<file path="src/rtl/serial_subtractor_if.sv">
// Start/busy/done handshake bundle for the bit-serial subtractor.
// The ovf signal exists only when SUBTRACTOR_OVERFLOW_EN is defined.
interface serial_subtractor_if #(
  parameter int WIDTH = 8
);
  logic             start;
  logic [WIDTH-1:0] A;
  logic [WIDTH-1:0] B;
  logic             busy;
  logic             done;
  logic [WIDTH-1:0] D;
  logic             borrow_out;
`ifdef SUBTRACTOR_OVERFLOW_EN
  logic             ovf;

  modport master (
    output start, A, B,
    input  busy, done, D, borrow_out, ovf
  );

  modport slave (
    input  start, A, B,
    output busy, done, D, borrow_out, ovf
  );
`else
  modport master (
    output start, A, B,
    input  busy, done, D, borrow_out
  );

  modport slave (
    input  start, A, B,
    output busy, done, D, borrow_out
  );
`endif
endinterface : serial_subtractor_if

</file>
<file path="src/rtl/serial_subtractor.sv">
// Bit-serial LSB-first subtractor D = A - B: one full-subtractor cell and a borrow flop.
// Optional signed-overflow output enabled by defining SUBTRACTOR_OVERFLOW_EN.
module serial_subtractor #(
  parameter int WIDTH = 8
) (
  input logic                clk,
  input logic                rst_n,
  serial_subtractor_if.slave bus
);

  localparam int CW = $clog2(WIDTH);
  localparam logic [CW-1:0] LAST_BIT = CW'(WIDTH - 1);

  typedef enum logic [1:0] {
    S_IDLE,
    S_SHIFT,
    S_DONE
  } state_t;

  state_t           state_q,  state_d;
  logic [WIDTH-1:0] a_sr_q,   a_sr_d;
  logic [WIDTH-1:0] b_sr_q,   b_sr_d;
  logic [WIDTH-1:0] res_q,    res_d;
  logic             br_q,     br_d;
  logic [CW-1:0]    cnt_q,    cnt_d;
  logic             busy_q,   busy_d;
  logic             done_q,   done_d;
  logic [WIDTH-1:0] diff_q,   diff_d;
  logic             bo_q,     bo_d;
`ifdef SUBTRACTOR_OVERFLOW_EN
  logic             a_msb_q,  a_msb_d;
  logic             b_msb_q,  b_msb_d;
  logic             ovf_q,    ovf_d;
`endif

  // Full-subtractor cell on the current LSBs
  logic a_bit, b_bit, d_bit, br_next;
  logic accept;

  always_comb begin
    a_bit   = a_sr_q[0];
    b_bit   = b_sr_q[0];
    d_bit   = a_bit ^ b_bit ^ br_q;
    br_next = (~a_bit & b_bit) | (~(a_bit ^ b_bit) & br_q);
    accept  = bus.start && (state_q != S_SHIFT);
  end

  always_comb begin
    // NOTE: every signal gets a default first so no path leaves it unassigned (no latches).
    state_d = state_q;
    a_sr_d  = a_sr_q;
    b_sr_d  = b_sr_q;
    res_d   = res_q;
    br_d    = br_q;
    cnt_d   = cnt_q;
    busy_d  = 1'b0;
    done_d  = 1'b0;
    diff_d  = diff_q;
    bo_d    = bo_q;
`ifdef SUBTRACTOR_OVERFLOW_EN
    a_msb_d = a_msb_q;
    b_msb_d = b_msb_q;
    ovf_d   = ovf_q;
`endif

    unique case (state_q)
      S_IDLE, S_DONE: begin
        if (accept) begin
          a_sr_d  = bus.A;
          b_sr_d  = bus.B;
          br_d    = 1'b0;
          cnt_d   = '0;
          busy_d  = 1'b1;
          state_d = S_SHIFT;
`ifdef SUBTRACTOR_OVERFLOW_EN
          a_msb_d = bus.A[WIDTH-1];
          b_msb_d = bus.B[WIDTH-1];
`endif
        end else begin
          state_d = S_IDLE;
        end
      end

      S_SHIFT: begin
        res_d  = {d_bit, res_q[WIDTH-1:1]};
        a_sr_d = a_sr_q >> 1;
        b_sr_d = b_sr_q >> 1;
        br_d   = br_next;
        cnt_d  = cnt_q + 1'b1;
        busy_d = 1'b1;
        // Publish on the last bit so D is already valid during the DONE cycle
        if (cnt_q == LAST_BIT) begin
          state_d = S_DONE;
          busy_d  = 1'b0;
          done_d  = 1'b1;
          diff_d  = res_d;
          bo_d    = br_next;
`ifdef SUBTRACTOR_OVERFLOW_EN
          ovf_d   = (a_msb_q ^ b_msb_q) & (a_msb_q ^ d_bit);
`endif
        end
      end

      default: state_d = S_IDLE;
    endcase
  end

  always_ff @(posedge clk or negedge rst_n) begin
    if (!rst_n) begin
      // NOTE: datapath registers are reset too, so an aborted operation leaves D at zero.
      state_q <= S_IDLE;
      a_sr_q  <= '0;
      b_sr_q  <= '0;
      res_q   <= '0;
      br_q    <= 1'b0;
      cnt_q   <= '0;
      busy_q  <= 1'b0;
      done_q  <= 1'b0;
      diff_q  <= '0;
      bo_q    <= 1'b0;
`ifdef SUBTRACTOR_OVERFLOW_EN
      a_msb_q <= 1'b0;
      b_msb_q <= 1'b0;
      ovf_q   <= 1'b0;
`endif
    end else begin
      // NOTE: non-blocking so every flop samples the pre-edge values of the others.
      state_q <= state_d;
      a_sr_q  <= a_sr_d;
      b_sr_q  <= b_sr_d;
      res_q   <= res_d;
      br_q    <= br_d;
      cnt_q   <= cnt_d;
      busy_q  <= busy_d;
      done_q  <= done_d;
      diff_q  <= diff_d;
      bo_q    <= bo_d;
`ifdef SUBTRACTOR_OVERFLOW_EN
      a_msb_q <= a_msb_d;
      b_msb_q <= b_msb_d;
      ovf_q   <= ovf_d;
`endif
    end
  end

  assign bus.busy       = busy_q;
  assign bus.done       = done_q;
  assign bus.D          = diff_q;
  assign bus.borrow_out = bo_q;
`ifdef SUBTRACTOR_OVERFLOW_EN
  assign bus.ovf        = ovf_q;
`endif

endmodule : serial_subtractor

</file>
<file path="src/flat_wrapper.sv">
// flat-port wrapper written by rule: the top's interface ports become plain ports
module serial_subtractor_flat 
#(
  parameter int WIDTH = 8
)
  (clk, rst_n, bus_start, bus_A, bus_B, bus_busy, bus_done, bus_D, bus_borrow_out);
  serial_subtractor_if #(.WIDTH(WIDTH)) bus_i ();
  input logic clk;
  input logic rst_n;
  input wire logic [$bits(bus_i.start)-1:0] bus_start;
  input wire logic [$bits(bus_i.A)-1:0] bus_A;
  input wire logic [$bits(bus_i.B)-1:0] bus_B;
  output wire logic [$bits(bus_i.busy)-1:0] bus_busy;
  output wire logic [$bits(bus_i.done)-1:0] bus_done;
  output wire logic [$bits(bus_i.D)-1:0] bus_D;
  output wire logic [$bits(bus_i.borrow_out)-1:0] bus_borrow_out;
  assign bus_i.start = bus_start;
  assign bus_i.A = bus_A;
  assign bus_i.B = bus_B;
  assign bus_busy = bus_i.busy;
  assign bus_done = bus_i.done;
  assign bus_D = bus_i.D;
  assign bus_borrow_out = bus_i.borrow_out;
  serial_subtractor #(.WIDTH(WIDTH)) u_core (.clk(clk), .rst_n(rst_n), .bus(bus_i));
endmodule
</file>
<file path="config.mk">
export PLATFORM = sky130hd
export DESIGN_NAME = serial_subtractor_flat
export DESIGN_NICKNAME = d
export VERILOG_FILES = /design/src/rtl/serial_subtractor_if.sv /design/src/rtl/serial_subtractor.sv /design/src/flat_wrapper.sv
export SDC_FILE = /design/constraint.sdc
export NUM_CORES = 1
export LEC_CHECK = 0
export CAP_MARGIN = 20
export CORE_MARGIN = 2
export CORE_UTILIZATION = 53
export DETAILED_ROUTE_END_ITERATION = 6
export PLACE_DENSITY = 0.83
export SLEW_MARGIN = 20
export SYNTH_ARGS = -nofsm -noshare
export SYNTH_HDL_FRONTEND = slang
export SYNTH_SLANG_ARGS = --single-unit
</file>
<file path="constraint.sdc">
create_clock -name clk -period 2 [get_ports clk]
set_input_delay 0.3 -clock clk [delete_from_list [all_inputs] [get_ports clk]]
set_output_delay 0.3 -clock clk [all_outputs]
set_load 0.02 [all_outputs]
</file>
==> results.toml <==
[run_status]
status = "finished, final reports clean"

[final_layout]
layout-drive-gt1-share_pct = 18.2
fillers = 271
syn_to_final_growth_pct = 19.8
multi_input_area_um2 = 833
nets = 191
fin_cells = 216
register_area_um2 = 1000
antenna_cells = 0

[drt]
via_per_inst = 5.27
avgRoutedWirePerCell_um = 14.6
drtIter0Drc = 33
drc = 0
vias = 1139
ant_nets = 0
finalWirelength_mm = 3.16
drt-pass1-iter-count = 2

[clocking]
cts_hold_buf = 1
post-cts-setup-buffer-count = 0
clk_pin_slew_worst_paths_ps = 110
cts.path.max_buffers = 2
cts_resized = 0
clk_latency_ps = 350
cts_made_buffers = 5
ctsHtreeMaxLevel = 2
root_buffer = "clkbuf_4"
cts_sinks = 40
cts_tree = "done"

[die]
rows = 21
die_w_um = 64.5
fp.dieArea_um2 = 4160
core_area_um2 = 3420
die_y_um = 64.5
initial_core_util_pct = 56.8
top_level_ports = 30

[worst_setup_path]
crit_fanout = 2
startpoint_type = "register"
cpMaxStageDelayCell = "clkdlybuf4s50_1"
required_ps = 1700
path_buf_inv = 1
cp_slowest_stage_delay_ps = 620
path_class = "reg2out"
crit_path_cell_trace = "clkdlybuf4s50_1"
cp_top_family = "buffers and inverters"
worstPathArrival_ps = 1340
cp-end-kind = "primary output"

[worst_hold_path]
hp-class = "in2async"

[power]
leakagePower_nw = 1.12
power_density_nw_per_um2 = 1450
vdd_drop_max_v = 0.000764
fin_total_pwr_mw = 3.36

[synthesis]
postSynthCellCount = 136
ys_seq_area_share_pct = 51.6
ys_seq_elements = 40
yosysWarnings = 0
synth_nets = 158
syn_avg_cell_area_um2 = 14.3
netlist_area_um2 = 1940
ys_types = 20

[sta]
setup_viol = 0
worstMarginPinSlew_ps = 407
finalCriticalPeriod_ps = 1640
report.final.slew_viol_count = 0
post-route-period-util_pct = 81.8
clock_skew_ps = 3.66
slew_headroom_pct = 72.9
setup_tns_ps = 0
hold_viol = 0
fmax_mhz = 611
rsz0062_at_grt = "no"

[placement]
dp_hpwl_mm = 2.29
gp_congestion = 0.700
dp.cells = 207
port_buffers = 29

[grt]
antenna_found_initial = 0
grt_usage_pct = 18.0
grt_pass1_wl_mm = 5.61
first_global_vias = 1222
overflow = 0
grt_max_degree = 24

[run]
max-cap-violations = 0
-- per-stage QoR --
step                      util (%)  hold slack, ps  setup WS (ps)  area (µm²)
after floorplan                  -            4.41            533        1940
after global placement        65.5             215            474        2240
after detailed placement      65.5             224            431        2240
after CTS                     68.0             373            341        2320
after global routing          68.0             372            297        2320
final                         68.0             380            365        2320
-- placed cells by master (no fill, tap or decap), types with 2 or more instances in the layout --
cell,Yosys,final
a22o_1,3,3
buf_4,4,5
clkbuf_4,0,5
clkdlybuf4s50_1,0,28
dfrtp_1,40,40
ha_1,2,2
inv_1,6,6
mux2_2,10,10
mux2_4,7,7
mux2i_1,45,45
nand2b_1,3,3
nand3_1,2,2
o21ai_0,2,2
o22ai_1,2,2
-- worst paths after layout --
check	from	to	slack, ps	cells after the start
min in group clk	u_core.bus.D[1]	u_core.bus.D[1]	520	1
max reg2reg	u_core.cnt_q[0]	u_core.bus.D[0]	440	4
max in group asynchronous	rst_n	u_core.a_sr_q[7]	1120	3
min	rst_n	u_core.bus.D[2]	380	2
max	u_core.bus.D[7]	bus_D[7]	360	1
min reg2reg	u_core.bus.D[1]	u_core.bus.D[1]	520	1
-- per-layer routing --
metal / vias up / global-route usage (%) / wire length [µm]
met5: - / 0 / 0
met4: 0 / 6.12 / 48
met3: 5 / 6.60 / 147
met2: 24 / 30.5 / 1670
met1: 560 / 21.1 / 1300
li1: 550 / - / -
-- power breakdown --
part	internal, mW	switching [mW]
registers	1.18	0.254
logic	0.804	0.602
clock network	0.262	0.259
total	2.24	1.11
-- Yosys cell counts (all sizes together) --
master	instances	share of area, %
xnor2	1	0.45
a22o	3	1.4
nand3b	1	1.0
a32o	1	0.52
fa	1	1.0
mux2i	45	23
inv	6	1.2
nor2	1	0.19
nand3	2	0.52
nand2b	3	0.97
dfrtp	40	52
buf	9	4.3
o21ai	2	0.52
mux2	17	11
o22ai	2	0.65
ha	2	1.3
-- flip-flops by register name (all words and copies together) (netlist names) --
register / count
u_core.a_sr_q: 8
u_core.b_sr_q: 8
u_core.br_q: 1
u_core.bus.D: 8
u_core.bus.borrow_out: 1
u_core.bus.busy: 1
u_core.bus.done: 1
u_core.cnt_q: 3
u_core.res_q: 7
u_core.state_q: 2
-- area by class of cell --
type,instances,area share [%]
clock inverters,2,1.51
inverters,6,0.969
multi-input cells,81,35.9
well taps,46,2.48
repair buffers,35,14.3
clock buffers,6,1.78
flip-flops and latches,40,43.1
-- cell families after synthesis --
logic type      share of synthesized area, %
mux                                     34.5
flops                                   51.6
buf+inv                                 5.42
compound gates                          3.03
simple gates                            2.71
fa+ha+maj                               2.32
xor+xnor                               0.452
No activity file was read; power rests on OpenSTA's default activity.
